`config.mk`:
```
export PLATFORM = sky130hd
export DESIGN_NAME = memory_arbiter_flat
export DESIGN_NICKNAME = d
export VERILOG_FILES = /design/src/rtl/memory_arbiter_pkg.sv /design/src/rtl/memory_arbiter_if.sv /design/src/rtl/memory_arbiter_rr_arbiter_2.sv /design/src/rtl/memory_arbiter.sv /design/src/flat_wrapper.sv
export SDC_FILE = /design/constraint.sdc
export NUM_CORES = 1
export LEC_CHECK = 0
export CAP_MARGIN = 40
export CORE_MARGIN = 2
export CORE_UTILIZATION = 37
export DETAILED_ROUTE_END_ITERATION = 7
export HOLD_SLACK_MARGIN = 0.06
export PLACE_DENSITY_LB_ADDON = 0.2
export SYNTH_ARGS = -nofsm -noshare
export SYNTH_HDL_FRONTEND = slang
export SYNTH_SLANG_ARGS = --single-unit
```
`constraint.sdc`:
```
create_clock -name clk -period 2.6 [get_ports clk]
set_input_delay 0.52 -clock clk [delete_from_list [all_inputs] [get_ports clk]]
set_output_delay 0.52 -clock clk [all_outputs]
set_load 0.1 [all_outputs]
```
`src/rtl/memory_arbiter_pkg.sv`:
```
// Shared types and address-map helpers for the two-requester memory arbiter.
package memory_arbiter_pkg;

    typedef enum logic [1:0] {
        IDLE    = 2'd0,
        ACCESS  = 2'd1,
        CAPTURE = 2'd2,
        ACK     = 2'd3
    } state_t;

    localparam logic [7:0] ROM_LAST = 8'h7F;
    localparam logic [7:0] RW_FIRST = 8'h80;
    localparam logic [7:0] RW_LAST  = 8'hDF;
    localparam logic [7:0] IO_FIRST = 8'hF0;

    // RW RAM and the I/O ports accept writes; ROM and the hole never do.
    function automatic logic is_writable(input logic [7:0] addr);
        return ((addr >= RW_FIRST) && (addr <= RW_LAST)) || (addr >= IO_FIRST);
    endfunction

    function automatic logic is_unmapped(input logic [7:0] addr);
        return (addr > RW_LAST) && (addr < IO_FIRST);
    endfunction

endpackage

```
`src/rtl/memory_arbiter_if.sv`:
```
// Requester-side handshake buses plus the single-port memory bus.
interface memory_arbiter_if;

    logic       req_0, req_1;
    logic       write_0, write_1;
    logic [7:0] addr_0, addr_1;
    logic [7:0] wdata_0, wdata_1;
    logic       gnt_0, gnt_1;
    logic       ack_0, ack_1;
    logic       err_0, err_1;
    logic [7:0] rdata_0, rdata_1;

    logic [7:0] mem_address;
    logic [7:0] mem_data_in;
    logic       mem_write;
    logic [7:0] mem_data_out;

    modport master (
        output req_0, req_1, write_0, write_1, addr_0, addr_1, wdata_0, wdata_1,
        input  gnt_0, gnt_1, ack_0, ack_1, err_0, err_1, rdata_0, rdata_1
    );

    modport slave (
        input  req_0, req_1, write_0, write_1, addr_0, addr_1, wdata_0, wdata_1,
        output gnt_0, gnt_1, ack_0, ack_1, err_0, err_1, rdata_0, rdata_1,
        output mem_address, mem_data_in, mem_write,
        input  mem_data_out
    );

    modport mem (
        input  mem_address, mem_data_in, mem_write,
        output mem_data_out
    );

endinterface

```
`src/rtl/memory_arbiter_rr_arbiter_2.sv`:
```
// Combinational two-way winner select; the parent owns the last-served flop.
module rr_arbiter_2 #(
    parameter bit FIXED_PRIO = 1'b0
) (
    input  logic req_0,
    input  logic req_1,
    input  logic last_served,
    output logic winner
);

    // On a tie, round-robin hands the slot to whoever was not served last.
    always_comb begin
        winner = 1'b0;
        if (req_0 && req_1) begin
            winner = FIXED_PRIO ? 1'b0 : ~last_served;
        end else if (req_1) begin
            winner = 1'b1;
        end
    end

endmodule

```
`src/rtl/memory_arbiter.sv`:
```
// Serialises two requesters onto the single-port ROM/RAM/I/O memory system,
// covering its one-cycle read latency and enforcing the address map.
module memory_arbiter
    import memory_arbiter_pkg::*;
#(
    parameter bit FIXED_PRIO = 1'b0
) (
    input  logic            clk,
    input  logic            reset,
    memory_arbiter_if.slave bus
);

    state_t     state, state_next;
    logic       owner;
    logic       last_served;
    logic       winner;
    logic       any_req;
    logic       owner_write;
    logic [7:0] owner_addr;
    logic [7:0] owner_wdata;
    logic       txn_err;
    logic [7:0] capture_data;
    logic [7:0] rdata_0_q, rdata_1_q;

    assign any_req     = bus.req_0 | bus.req_1;
    assign owner_write = owner ? bus.write_1 : bus.write_0;
    assign owner_addr  = owner ? bus.addr_1  : bus.addr_0;
    assign owner_wdata = owner ? bus.wdata_1 : bus.wdata_0;
    assign txn_err     = (owner_write && (owner_addr <= ROM_LAST)) || is_unmapped(owner_addr);
    assign capture_data = is_unmapped(owner_addr) ? 8'h00 : bus.mem_data_out;

    rr_arbiter_2 #(
        .FIXED_PRIO (FIXED_PRIO)
    ) u_rr (
        .req_0       (bus.req_0),
        .req_1       (bus.req_1),
        .last_served (last_served),
        .winner      (winner)
    );

    // NOTE: reset is synchronous here, and all flops use <= so every one samples pre-edge values.
    always_ff @(posedge clk) begin
        if (reset) begin
            state       <= IDLE;
            owner       <= 1'b0;
            last_served <= 1'b1;
        end else begin
            state <= state_next;
            if (state == IDLE && any_req) begin
                owner       <= winner;
                last_served <= winner;
            end
        end
    end

    always_comb begin
        state_next = state;
        case (state)
            IDLE:    if (any_req) state_next = ACCESS;
            ACCESS:  state_next = owner_write ? ACK : CAPTURE;
            CAPTURE: state_next = ACK;
            ACK:     state_next = IDLE;
            default: state_next = IDLE;
        endcase
    end

    // Memory data is valid in CAPTURE, one cycle after the address went out.
    always_ff @(posedge clk) begin
        if (reset) begin
            rdata_0_q <= 8'h00;
            rdata_1_q <= 8'h00;
        end else if (state == CAPTURE) begin
            if (owner) rdata_1_q <= capture_data;
            else       rdata_0_q <= capture_data;
        end
    end

    // NOTE: every output gets a default first so no path through the case infers a latch.
    always_comb begin
        bus.gnt_0       = 1'b0;
        bus.gnt_1       = 1'b0;
        bus.ack_0       = 1'b0;
        bus.ack_1       = 1'b0;
        bus.err_0       = 1'b0;
        bus.err_1       = 1'b0;
        bus.mem_address = 8'h00;
        bus.mem_data_in = 8'h00;
        bus.mem_write   = 1'b0;

        if (state != IDLE) begin
            bus.gnt_0 = ~owner;
            bus.gnt_1 = owner;
        end

        case (state)
            ACCESS: begin
                bus.mem_address = owner_addr;
                bus.mem_data_in = owner_wdata;
                bus.mem_write   = owner_write && is_writable(owner_addr);
            end
            CAPTURE: bus.mem_address = owner_addr;
            ACK: begin
                bus.ack_0 = ~owner;
                bus.ack_1 = owner;
                bus.err_0 = ~owner && txn_err;
                bus.err_1 = owner && txn_err;
            end
            default: ;
        endcase
    end

    assign bus.rdata_0 = rdata_0_q;
    assign bus.rdata_1 = rdata_1_q;

endmodule

```
`src/flat_wrapper.sv`:
```
// flat-port wrapper written by rule: the top's interface ports become plain ports
module memory_arbiter_flat import memory_arbiter_pkg::*;
#(
    parameter bit FIXED_PRIO = 1'b0
)
  (clk, reset, bus_req_0, bus_req_1, bus_write_0, bus_write_1, bus_addr_0, bus_addr_1, bus_wdata_0, bus_wdata_1, bus_gnt_0, bus_gnt_1, bus_ack_0, bus_ack_1, bus_err_0, bus_err_1, bus_rdata_0, bus_rdata_1, bus_mem_address, bus_mem_data_in, bus_mem_write, bus_mem_data_out);
  memory_arbiter_if bus_i ();
  input  logic clk;
  input  logic reset;
  input wire logic [$bits(bus_i.req_0)-1:0] bus_req_0;
  input wire logic [$bits(bus_i.req_1)-1:0] bus_req_1;
  input wire logic [$bits(bus_i.write_0)-1:0] bus_write_0;
  input wire logic [$bits(bus_i.write_1)-1:0] bus_write_1;
  input wire logic [$bits(bus_i.addr_0)-1:0] bus_addr_0;
  input wire logic [$bits(bus_i.addr_1)-1:0] bus_addr_1;
  input wire logic [$bits(bus_i.wdata_0)-1:0] bus_wdata_0;
  input wire logic [$bits(bus_i.wdata_1)-1:0] bus_wdata_1;
  output wire logic [$bits(bus_i.gnt_0)-1:0] bus_gnt_0;
  output wire logic [$bits(bus_i.gnt_1)-1:0] bus_gnt_1;
  output wire logic [$bits(bus_i.ack_0)-1:0] bus_ack_0;
  output wire logic [$bits(bus_i.ack_1)-1:0] bus_ack_1;
  output wire logic [$bits(bus_i.err_0)-1:0] bus_err_0;
  output wire logic [$bits(bus_i.err_1)-1:0] bus_err_1;
  output wire logic [$bits(bus_i.rdata_0)-1:0] bus_rdata_0;
  output wire logic [$bits(bus_i.rdata_1)-1:0] bus_rdata_1;
  output wire logic [$bits(bus_i.mem_address)-1:0] bus_mem_address;
  output wire logic [$bits(bus_i.mem_data_in)-1:0] bus_mem_data_in;
  output wire logic [$bits(bus_i.mem_write)-1:0] bus_mem_write;
  input wire logic [$bits(bus_i.mem_data_out)-1:0] bus_mem_data_out;
  assign bus_i.req_0 = bus_req_0;
  assign bus_i.req_1 = bus_req_1;
  assign bus_i.write_0 = bus_write_0;
  assign bus_i.write_1 = bus_write_1;
  assign bus_i.addr_0 = bus_addr_0;
  assign bus_i.addr_1 = bus_addr_1;
  assign bus_i.wdata_0 = bus_wdata_0;
  assign bus_i.wdata_1 = bus_wdata_1;
  assign bus_gnt_0 = bus_i.gnt_0;
  assign bus_gnt_1 = bus_i.gnt_1;
  assign bus_ack_0 = bus_i.ack_0;
  assign bus_ack_1 = bus_i.ack_1;
  assign bus_err_0 = bus_i.err_0;
  assign bus_err_1 = bus_i.err_1;
  assign bus_rdata_0 = bus_i.rdata_0;
  assign bus_rdata_1 = bus_i.rdata_1;
  assign bus_mem_address = bus_i.mem_address;
  assign bus_mem_data_in = bus_i.mem_data_in;
  assign bus_mem_write = bus_i.mem_write;
  assign bus_i.mem_data_out = bus_mem_data_out;
  memory_arbiter #(.FIXED_PRIO(FIXED_PRIO)) u_core (.clk(clk), .reset(reset), .bus(bus_i));
endmodule
```
==> summary.txt <==
Drt
  • Wire length reported by the detailed router: 3650 um
  • Drt via density: about 5
  • Post-detailed-route wirelength per cell: ~15 um
  • Starting DRC count in detailed routing: 31
  • Detailed-route DRC error count: 0
  • Total number of vias: roughly 1300
  • Antenna-violating nets left: 0
  • Count of TritonRoute iterations in the first routing pass: 4

Clocking
  • PostCTS Resize Cnt: 0
  • Sink count of the clock tree: 20
  • Reg clk slew, reported paths: between 0.1 and 0.15 ns
  • Clock buffer count from CTS: 3
  • CTS tree: yes
  • Maximum count of clock buffers along a single path: 2
  • Number of H-tree levels: 1
  • Hold Buf Count CTS: 0
  • Source-to-sink clock delay at the later pin of the worst-skew pair: 0.31 ns
  • Total setup buffers inserted after CTS: 0
  • Root buf cell: clkbuf_4

Global route
  • GRT Resource Usage Total: about a fifth
  • Number of global-route vias before repair: 1260
  • Number of antenna violations at the first check in global routing: 0
  • First-pass GRT wire length: 5860 um
  • Pin count of the biggest net entering global routing: 15
  • Final global-route overflow total: 0

Power
  • Leak Pwr: 0.000931 uW
  • Power density over the cells: around 1300 nW/um^2
  • Worst voltage drop across the vdd grid: 1.09 mV

STA
  • Final Hold Slack: roughly 0.5 ns
  • Worst-case headroom to the max-slew limit: about three fifths
  • Actual slew at the worst max-slew pin: 0.584 ns
  • Clock Skew: between 0.01 and 0.015 ns
  • Portion of the clock cycle consumed by the worst path in the final layout: 86.7%
  • Max-slew violation count: 0
  • # setup viols final: 0
  • Hold violation total from the final report: 0
  • Maximum clock frequency: 443 MHz
  • Unrepaired setup endpoints after global routing: no
  • Time the final worst path needs with I/O delays and setup: between 2 and 2.5 ns

Job
  • Reported max-cap violation count: 0

Cells and area
  • Post-layout instance area: 2350 um^2
  • Antenna diode instance count: 0
  • Commonest non-fill, non-tap cell in the layout: clkdlybuf4s50_1
  • Top library cells by usage in the layout, fill and taps aside: clkdlybuf4s50_1, buf_12, dfxtp_1
  • Number of inserted filler cells in the final layout: ~230
  • Area growth from synthesis to layout: 95.1%
  • Layout cells sized above 1: 31.6%
  • Count of nets after finishing: 257

Worst setup path
  • Critical Path End Type: primary output
  • Setup crit start kind: flop
  • Maximum fanout count along the critical path: 9
  • Required time at the endpoint of the critical path: 2.08 ns
  • Arrival time of the worst setup path: 1.74 ns
  • Critical Setup Path Class: flop to primary output

Logic synthesis
  • Count of mapped cells out of synthesis: 124
  • Mean instance size in the synthesized netlist: around 9.7 um^2
  • Net Count, Synth: 174
  • Number of synthesis warnings: 0
  • Cell area after synthesis: 1200 um^2
  • Register bit total from synthesis: 20
  • Proportion of synthesized chip area in sequential cells: 33.3%
  • Library cells used by synthesis: 29

Die
  • Placement Rows: 20
  • Die boundary width: between 60 and 70 um
  • Overall die area: 3720 um^2
  • Count of pins on the block boundary: 85
  • Initial Utilization: around 39%
  • Std-Cell Core Area: around 3000 um^2
  • Die outline height: 61.0 um

Place
  • Area post-placement: about 2300 um^2
  • Total half-perimeter wirelength after legalization and detailed placement: 3060 um
  • Quantity of I/O buffers inserted on ports: 84
  • RD Place Congestion: 0.795

Min path
  • Worst Hold Class: flop to flop

Outcome
  • Status: complete, no violations
through the flow:
stage               total power [uW]  setup slack (ns)  util [%]  cells  setup TNS (ns)
global placement                2850             0.411      74.5    246               0
global route                    3230             0.217      76.2    250               0
CTS                             3140             0.339      76.2    250               0
floorplan                       2070           -0.0316         -    124         -0.0316
detailed placement              2880             0.383      74.5    246               0
finish                          3120             0.345      76.2    250               0
final timing paths:
check / from / end / slack [ns] / depth (start not counted)
worst max-delay path: u_core.state[0] / bus_mem_address[2] / 0.34 / 4
worst min register to register: u_core.bus.rdata_1[2] / u_core.bus.rdata_1[2] / 0.49 / 1
worst min-delay path: u_core.bus.rdata_1[2] / u_core.bus.rdata_1[2] / 0.49 / 1
worst max register to register: u_core.state[0] / u_core.state[1] / 1.01 / 5
layout make-up:
cell class                 instances  area, um^2  area share (%)
tap                               44        55.1            2.35
timing repair buffer              86        1050            44.6
clock inverter                     1        30.0            1.28
inverter                           3        11.3           0.480
sequential                        20         400            17.1
multi-input combinational         93         781            33.3
clock buffer                       3        22.5           0.960
sequential cells by signal (all words and copies together), names as in the netlist:
signal,count
u_core.bus.rdata_1,8
u_core.last_served,1
u_core.owner,1
u_core.state,2
u_core.bus.rdata_0,8
kinds of logic after synthesis:
logic type	share of synthesized area, %
buffers and inverters	5.93
and+or+nand+nor	22.1
muxes	15.4
DFF	33.3
AOI/OAI and AO/OA	19.1
adders and majority gates	4.16
synthesized netlist by cell type, drive strengths merged:
cell,n,area share (%)
nor2b,25,13
dfxtp,20,33
mux2i,17,14
a22o,16,12
buf,6,4.2
nand2,5,1.6
nor2,5,1.6
ha,4,4.2
a21oi,3,1.9
inv,3,0.94
a21boi,2,1.2
and3,2,1.0
clkbuf,2,0.83
nand2b,2,1.0
nand4b,2,1.5
a2111oi,1,1.2
a211o,1,0.73
a211oi,1,1.0
a32oi,1,0.73
and2,1,0.52
mux2,1,1.2
nand3,1,0.42
nor3,1,0.42
nor3b,1,1.0
o211ai,1,0.62
critical path, cell delays in order, from the launching register on:
cell and delay, ns:
dfxtp_1 0.41, inv_1 0.13, ha_1 0.44, nor2b_2 0.25
buf_12 0.19
per-layer routing:
metal | GRT usage (%) | wire [um]
met5 | 0 | 0
met2 | 39.8 | 1980
met1 | 23.5 | 1400
met3 | 5.33 | 235
met4 | 4.04 | 34
power breakdown:
group / internal (uW) / leakage [uW] / total, uW / switching [uW]
combinational: 853 / 0.000741 / 2460 / 1610
sequential: 358 / 0.000163 / 405 / 47.9
clock: 156 / 0.0000279 / 253 / 96.7
Power figures use the tool's default switching activity.
